## src/rtl/fmap_scan_ctrl.sv

```systemverilog
// Feature-map window scanner: walks rows/cols row-major and streams
// base + row*pitch + col through a three-register issue/multiply/add pipeline.
//
// state | meaning
// IDLE  | waiting for start; cfg_* latched when start is accepted
// SCAN  | issue stage stepping row/col, one beat per free issue slot
// DRAIN | last beat issued (or empty window); wait for pipeline to empty
module fmap_scan_ctrl #(
  parameter int ADDR_W = 25,
  parameter int IDX_W  = 15
) (
  input  logic              clk,
  input  logic              reset,
  input  logic              start,
  input  logic              abort,
  input  logic [IDX_W-1:0]  cfg_rows,
  input  logic [IDX_W-1:0]  cfg_cols,
  input  logic [IDX_W-1:0]  cfg_pitch,
  input  logic [ADDR_W-1:0] cfg_base,
  output logic              addr_valid,
  input  logic              addr_ready,
  output logic [ADDR_W-1:0] addr,
  output logic [IDX_W-1:0]  addr_row,
  output logic [IDX_W-1:0]  addr_col,
  output logic              addr_last,
  output logic              busy,
  output logic              done
);

  localparam int PROD_W = 2 * IDX_W;
  localparam logic [IDX_W-1:0] IDX_ONE = IDX_W'(1);

  typedef enum logic [1:0] {
    IDLE  = 2'd0,
    SCAN  = 2'd1,
    DRAIN = 2'd2
  } state_t;

  state_t state_q, state_d;

  logic [IDX_W-1:0]  rows_q, rows_d;
  logic [IDX_W-1:0]  cols_q, cols_d;
  logic [IDX_W-1:0]  pitch_q, pitch_d;
  logic [ADDR_W-1:0] base_q, base_d;
  logic [IDX_W-1:0]  row_q, row_d;
  logic [IDX_W-1:0]  col_q, col_d;
  logic              done_q, done_d;

  logic              iss_valid_q, iss_valid_d;
  logic [IDX_W-1:0]  iss_row_q, iss_row_d;
  logic [IDX_W-1:0]  iss_col_q, iss_col_d;
  logic              iss_last_q, iss_last_d;

  logic              s1_valid_q, s1_valid_d;
  logic [ADDR_W-1:0] s1_prod_q, s1_prod_d;
  logic [IDX_W-1:0]  s1_row_q, s1_row_d;
  logic [IDX_W-1:0]  s1_col_q, s1_col_d;
  logic              s1_last_q, s1_last_d;

  logic              s2_valid_q, s2_valid_d;
  logic [ADDR_W-1:0] s2_addr_q, s2_addr_d;
  logic [IDX_W-1:0]  s2_row_q, s2_row_d;
  logic [IDX_W-1:0]  s2_col_q, s2_col_d;
  logic              s2_last_q, s2_last_d;

  logic s2_ready, s1_ready, iss_ready;
  logic at_last, at_row_end;

  always_comb begin
    state_d     = state_q;
    rows_d      = rows_q;
    cols_d      = cols_q;
    pitch_d     = pitch_q;
    base_d      = base_q;
    row_d       = row_q;
    col_d       = col_q;
    done_d      = 1'b0;
    iss_valid_d = iss_valid_q;
    iss_row_d   = iss_row_q;
    iss_col_d   = iss_col_q;
    iss_last_d  = iss_last_q;
    s1_valid_d  = s1_valid_q;
    s1_prod_d   = s1_prod_q;
    s1_row_d    = s1_row_q;
    s1_col_d    = s1_col_q;
    s1_last_d   = s1_last_q;
    s2_valid_d  = s2_valid_q;
    s2_addr_d   = s2_addr_q;
    s2_row_d    = s2_row_q;
    s2_col_d    = s2_col_q;
    s2_last_d   = s2_last_q;

    // Each register advances when empty or when its successor advances.
    s2_ready  = !s2_valid_q || addr_ready;
    s1_ready  = !s1_valid_q || s2_ready;
    iss_ready = !iss_valid_q || s1_ready;

    at_row_end = (col_q == cols_q - IDX_ONE);
    at_last    = at_row_end && (row_q == rows_q - IDX_ONE);

    if (s2_ready) begin
      s2_valid_d = s1_valid_q;
      if (s1_valid_q) begin
        s2_addr_d = base_q + s1_prod_q + ADDR_W'(s1_col_q);
        s2_row_d  = s1_row_q;
        s2_col_d  = s1_col_q;
        s2_last_d = s1_last_q;
      end
    end

    if (s1_ready) begin
      s1_valid_d = iss_valid_q;
      if (iss_valid_q) begin
        s1_prod_d = ADDR_W'(PROD_W'(iss_row_q) * PROD_W'(pitch_q));
        s1_row_d  = iss_row_q;
        s1_col_d  = iss_col_q;
        s1_last_d = iss_last_q;
      end
    end

    if (iss_ready) begin
      iss_valid_d = 1'b0;
    end

    case (state_q)
      IDLE: begin
        if (start) begin
          rows_d  = cfg_rows;
          cols_d  = cfg_cols;
          pitch_d = cfg_pitch;
          base_d  = cfg_base;
          row_d   = '0;
          col_d   = '0;
          if (cfg_rows == '0 || cfg_cols == '0) begin
            state_d = DRAIN;
          end else begin
            state_d = SCAN;
          end
        end
      end
      SCAN: begin
        if (iss_ready) begin
          iss_valid_d = 1'b1;
          iss_row_d   = row_q;
          iss_col_d   = col_q;
          iss_last_d  = at_last;
          if (at_last) begin
            state_d = DRAIN;
          end else if (at_row_end) begin
            col_d = '0;
            row_d = row_q + IDX_ONE;
          end else begin
            col_d = col_q + IDX_ONE;
          end
        end
      end
      DRAIN: begin
        // Finish on the edge that retires the final beat, so done follows it directly.
        if (!iss_valid_q && !s1_valid_q && s2_ready) begin
          done_d  = 1'b1;
          state_d = IDLE;
        end
      end
      default: begin
        state_d = IDLE;
      end
    endcase

    if (abort) begin
      state_d     = IDLE;
      done_d      = 1'b0;
      iss_valid_d = 1'b0;
      s1_valid_d  = 1'b0;
      s2_valid_d  = 1'b0;
    end
  end

  always_ff @(posedge clk) begin
    if (reset) begin
      state_q     <= IDLE;
      rows_q      <= '0;
      cols_q      <= '0;
      pitch_q     <= '0;
      base_q      <= '0;
      row_q       <= '0;
      col_q       <= '0;
      done_q      <= 1'b0;
      iss_valid_q <= 1'b0;
      iss_row_q   <= '0;
      iss_col_q   <= '0;
      iss_last_q  <= 1'b0;
      s1_valid_q  <= 1'b0;
      s1_prod_q   <= '0;
      s1_row_q    <= '0;
      s1_col_q    <= '0;
      s1_last_q   <= 1'b0;
      s2_valid_q  <= 1'b0;
      s2_addr_q   <= '0;
      s2_row_q    <= '0;
      s2_col_q    <= '0;
      s2_last_q   <= 1'b0;
    end else begin
      state_q     <= state_d;
      rows_q      <= rows_d;
      cols_q      <= cols_d;
      pitch_q     <= pitch_d;
      base_q      <= base_d;
      row_q       <= row_d;
      col_q       <= col_d;
      done_q      <= done_d;
      iss_valid_q <= iss_valid_d;
      iss_row_q   <= iss_row_d;
      iss_col_q   <= iss_col_d;
      iss_last_q  <= iss_last_d;
      s1_valid_q  <= s1_valid_d;
      s1_prod_q   <= s1_prod_d;
      s1_row_q    <= s1_row_d;
      s1_col_q    <= s1_col_d;
      s1_last_q   <= s1_last_d;
      s2_valid_q  <= s2_valid_d;
      s2_addr_q   <= s2_addr_d;
      s2_row_q    <= s2_row_d;
      s2_col_q    <= s2_col_d;
      s2_last_q   <= s2_last_d;
    end
  end

  assign addr_valid = s2_valid_q;
  assign addr       = s2_addr_q;
  assign addr_row   = s2_row_q;
  assign addr_col   = s2_col_q;
  assign addr_last  = s2_last_q;
  assign busy       = (state_q != IDLE);
  assign done       = done_q;

endmodule

```

## config.mk

```make
export PLATFORM = sky130hd
export DESIGN_NAME = fmap_scan_ctrl
export DESIGN_NICKNAME = d
export VERILOG_FILES = /design/src/rtl/fmap_scan_ctrl.sv
export SDC_FILE = /design/constraint.sdc
export NUM_CORES = 1
export LEC_CHECK = 0
export BUFFER_PORTS_ARGS = -buffer_cell sky130_fd_sc_hd__buf_2
export CAP_MARGIN = 15
export CORE_MARGIN = 2
export CORE_UTILIZATION = 50
export CTS_BUF_LIST = sky130_fd_sc_hd__clkbuf_2
export CTS_CLUSTER_SIZE = 28
export DETAILED_ROUTE_END_ITERATION = 10
export MAX_ROUTING_LAYER = met4
export PLACE_DENSITY = 0.77
export SYNTH_ARGS = -nofsm -noshare
export SYNTH_HDL_FRONTEND = slang
export SYNTH_SLANG_ARGS = --single-unit
export TNS_END_PERCENT = 20
```

## constraint.sdc

```tcl
create_clock -name clk -period 8.05 [get_ports clk]
set_input_delay 1.2075 -clock clk [delete_from_list [all_inputs] [get_ports clk]]
set_output_delay 1.2075 -clock clk [all_outputs]
set_load 0.005 [all_outputs]
```

# Yosys cells after proc, flatten, opt, wreduce, memory -nomap -nowiden
# Index checks and enable logic that the tools add are counted.
# totals
input_bits	75
romBits	0
ram_bits	0
output_inout_bits	59
regBits	249
latch_bits	0
n_memories	0
# op_classes
mux	19
div_mod_pow	0
reduce_logical	24
n_addsub	6
n_lt_le_gt_ge	0
n_mul	1
n_bitwise	1
eq_ne	10
shift	0
# op_table
op	count
$mux 15	7
$pmux 15 s2	2
$add 15x1->15 const B	2
$eq 15x15->1	2
$logic_not 15->1	2
$sub 15x1->15 const B	2
$add 25x15->25	1
$add 25x25->25	1
$mul 15x15->25	1
$ne 2x2->1 const B	6
$mux 2	5
$reduce_and 2->1	4
$reduce_and 4->1	2
$pmux 2 s3	1
$reduce_and 5->1	1
$logic_or 1x1->1	4
$mux 1	4
$reduce_bool 2->1	2
$logic_and 1x1->1	3
$logic_not 1->1	3
$reduce_or 3->1	1
$eq 2x1->1 const B	1
$eq 2x2->1 const B	1
$logic_not 2->1	1
2 further kinds	2

# Depth between registers and ports, before layout
# depth
word_depth	7
mapped_depth	24

# Worst setup path before layout
# Ideal clock, no wire load.
# synth_timing
path_kind	register to register
start	register iss_row_q[10]
end	register s1_prod_q[17]
synth_period_minus_slack_ps	5915
required_ps	7918
stages_incl_launch_ff	25
setup_time_ps	132
arrival_ps	5782
slack_ps	2135
path_cell_list	dfxtp_1 > clkbuf_1 > and2_1 > fa_1 > inv_1 > fa_1 > inv_1 > fa_1 > inv_1 > fa_1 > inv_1 > fa_1 > inv_1 > fa_1 > inv_1 > ha_1 > a2111oi_0 > o21ai_0 > a21o_1 > a221o_1 > a21oi_1 > o211ai_1 > xor2_1 > nand2_1 > a21oi_1
# synth_between
elab_chain_len	1
# synth_lines
item	line	rtl
start, declared	50	logic [IDX_W-1:0] iss_row_q, iss_row_d;
start signal, assigned	212	iss_row_q <= iss_row_d;
$mul 15x15->25	114	s1_prod_d = ADDR_W'(PROD_W'(iss_row_q) * PROD_W'(pitch_q));
end signal, assigned	216	s1_prod_q <= s1_prod_d;
end, declared	55	logic [ADDR_W-1:0] s1_prod_q, s1_prod_d;
# No other way between the ends.
# A chain may end at the register's enable or synchronous reset.

# Worst setup path in the final report
# Same ends and word-level chain as after synthesis.

==> reports/qor.csv <==
metric,value,unit
largest net degree at the start of global routing,81,
class of the worst hold path,flop to flop,
post-layout min period,6.75,ns
total number of vias,15600,
Reg-to-Reg End,s1_prod_q[17],
CTS Buffer Depth,3,
final cell count without fillers,2850,
CTS hold repair buffers,0,
RSZ-0062 raised after global routing,false,
Synth cell types,76,
Synth area leader,dfxtp_1,
site row count,70,
sw frac,30.2,%
syn nets,2602,
worst skew pair latency,0.93,ns
Fmax,148,MHz
Critical Path AT,7.59,ns
Die Height,196,µm
Gate power share,9.6,%
max-slew violation count,0,
share of the synthesized area in the top cell type,27.1,%
vias in the first global route,16000,
io pins,134,
#FFs+latches synth,249,
warnings from Yosys,0,
run status,finished clean,
Slew HR,26.8,%
TritonCTS sink count,249,
Post-Syn Area per Cell,8.19,µm²
R2R Setup Slk,1.30,ns
final hold violation count,0,
Antenna Violating Nets Remaining,0,
max cap viols,0,
Post-synth EDFFs,0,
final instance area,0.0199,mm²
fillcell total,3408,
"Slowest-stage cell, CP",a2111oi_0,
CTS tree,done,
Post-synth top flop,dfxtp_1,
leakage power,8.91,nW
DP Area,0.0193,mm²
reg2reg start,iss_row_q[10],
vias per inst,5.46,
Root Driver,clkbuf_2,
power per cell area,125,mW/mm²
critical path endpoint,s1_prod_q[17],
stages on the worst setup path,23,
"Period Utilization, post-route",83.9,%
Clk network pwr share,38.2,%
Total Wirelength,47200,µm
GPL Wtd Cong,0.924,
CP Class,flop to flop,
CP startpoint kind,flop,
CP Buf/Inv Count,6,
Setup TNS,0,ns
Post-synth ARST share,0,%
Int Power,1.75,mW
Psw,754,µW
die area,0.0384,mm²
DR WL/cell,16.6,µm
DRC,0,
final setup fails,0,
Crit path largest cell delay,0.57,ns
Clock Skews,0.0751,ns
clock slew at reported path FFs,0.10,ns
endpoint class of the critical path,flop,
Reg power frac,52.2,%
"top cells by area, synth","dfxtp_1, fa_1, nand2_1",
initial antenna violation count,2,
Max rail drop VDD,0.000122,V
layout cells sized above 1,11.1,%
width of the die,196,µm
Placed Instances,2737,
drt first pass iters,5,
Final HPWL DP,35500,µm
"Area growth, synth to finish",8.23,%
worst r2r path cells,23,
All-Layer GR Usage,26.4,%
Nets,2694,
required time worst endpoint,8.89,ns
Post-CTS Setup Bufs,0,
TritonCTS buffer count,69,
"delay-heaviest family, CP",adder cells,
crit path cell chain,and2_1 > fa_1 > inv_1 > fa_1 > inv_1 > fa_1 > inv_1 > fa_1 > inv_1 > fa_1 > inv_1 > fa_1 > inv_1 > ha_1 > a2111oi_0 > o21ai_0 > a21o_1 > a221o_1 > a21oi_1 > o211ai_1 > xor2_1 > nand2_1 > a21oi_1,
CP Max Fanout,17,
# resized after CTS,0,
first-pass GRT wire length,78700,µm
starting density of the core,50.5,%
H-Tree Depth,3,
Post-Syn Instances,2248,
worst slew pin tran,1.09,ns
grt ovf,0,
Setup crit start,iss_row_q[10],
"Seq/Total Area, Yosys",27.1,%
Post-Syn Area,0.0184,mm²
DRT iter0 DRCs,1075,
IO buf count,133,
Core Box Area,0.0364,mm²
==> worst min path at each step <==
stage / start / end / slack [ns] / cells after the start
floorplan: s1_prod_q[0] / s1_prod_q[0] / 0.43 / 2
global placement: addr[9] / addr[9] / 0.44 / 2
detailed placement: addr_row[9] / addr_row[9] / 0.44 / 2
CTS: abort / s1_valid_q / 0.39 / 2
global route: abort / s1_valid_q / 0.41 / 2
finish: iss_col_q[0] / s1_col_q[0] / 0.45 / 2
==> cells in the mapped netlist, types with 3 or more instances <==
cell	n
nor4b_1	4
xor2_1	40
a211oi_1	13
o211ai_1	5
nand3b_1	3
nor3_1	21
nand2b_1	9
buf_1	3
o31a_1	3
mux2i_1	5
nor2b_1	10
nand3_1	23
a21o_1	10
nand2_1	522
a21boi_0	5
nand4_1	21
o31ai_1	6
nor3b_1	3
o21ai_0	25
o21bai_1	5
fa_1	175
xnor2_1	67
a31oi_1	10
buf_2	4
and4_1	3
and2_1	140
nor2_1	80
or4_1	7
inv_1	231
o22ai_1	3
a21oi_1	233
clkbuf_1	113
ha_1	104
o21a_1	10
or3_1	5
a2111oi_0	3
dfxtp_1	249
nor4_1	18
and3_1	11
==> power groups by stage <==
| stage | clock network [mW] | logic (mW) | registers (mW) |
|---|---|---|---|
| floorplan | 0 | 0.186 | 1.30 |
| global placement | 0 | 0.233 | 1.33 |
| detailed placement | 0 | 0.239 | 1.33 |
| CTS | 0.983 | 0.240 | 1.30 |
| global route | 1.05 | 0.270 | 1.31 |
| finish | 0.954 | 0.241 | 1.31 |
==> per-stage QoR <==
| stage | power [mW] | setup WS (ns) | util [%] | hold WS, ns |
|---|---|---|---|---|
| finish | 2.50 | 1.30 | 54.7 | 0.448 |
| floorplan | 1.49 | 2.14 | - | 0.432 |
| global placement | 1.56 | 1.69 | 52.9 | 0.442 |
| detailed placement | 1.57 | 1.44 | 52.9 | 0.444 |
| CTS | 2.53 | 1.39 | 54.7 | 0.393 |
| global route | 2.63 | 0.957 | 54.7 | 0.412 |
==> cells in the final DEF (no fill, tap or decap), drive strengths merged, types with 13 or more instances in the layout <==
cell and count:
nand4 22, nor4 21, dfxtp 249, nor3 21, o21ai 26, nand3 23
clkbuf 90, clkinv 14, and2 140, nor2 81, ha 104, nand2 522
inv 233, a211oi 13, xor2 40, fa 175, buf 142, xnor2 67
a21oi 233
==> flip-flops by register name, indices dropped and copies added (netlist names), 2 cells and up, named ones only <==
name       count
addr          25
base_q        25
s1_prod_q     25
addr_col      15
addr_row      15
col_q         15
cols_q        15
iss_col_q     15
iss_row_q     15
pitch_q       15
row_q         15
rows_q        15
s1_col_q      15
s1_row_q      15
state_q        2
==> logic make-up after synthesis <==
kind of cell               Yosys count  synth area share, %
AOI/OAI and AO/OA                  357                 11.3
xor gates and xnor gates           108                 5.21
muxes                                5                0.272
DFF                                249                 27.1
adders and majority gates          279                 26.1
buffers and inverters              352                 7.25
and+or+nand+nor                    898                 22.8
==> tightest hold or removal path: stages, from the launching register on <==
cell     delay [ns]
dfxtp_1        0.32
nand2_1        0.05
a21oi_1        0.05
==> routing by layer <==
metal / part of all wire, % / track usage [%] / up-vias
met3: 6.7 / 4.92 / 133
li1: - / - / 7446
met1: 43 / 32.9 / 7434
met2: 47 / 42.2 / 541
met5: 0 / - / -
met4: 3.7 / 11.2 / 0
==> layout make-up <==
cell class	instances	area [µm²]	area share, %
multi-input cells	1647	12100	60.8
flip-flops and latches	249	4980	25.0
inverters	231	867	4.35
repair buffers	142	739	3.71
well taps	468	586	2.94
clock buffers	90	450	2.26
clock inverters	21	176	0.886
diodes	2	5.00	0.0251
(Power assumes the default switching activity.)
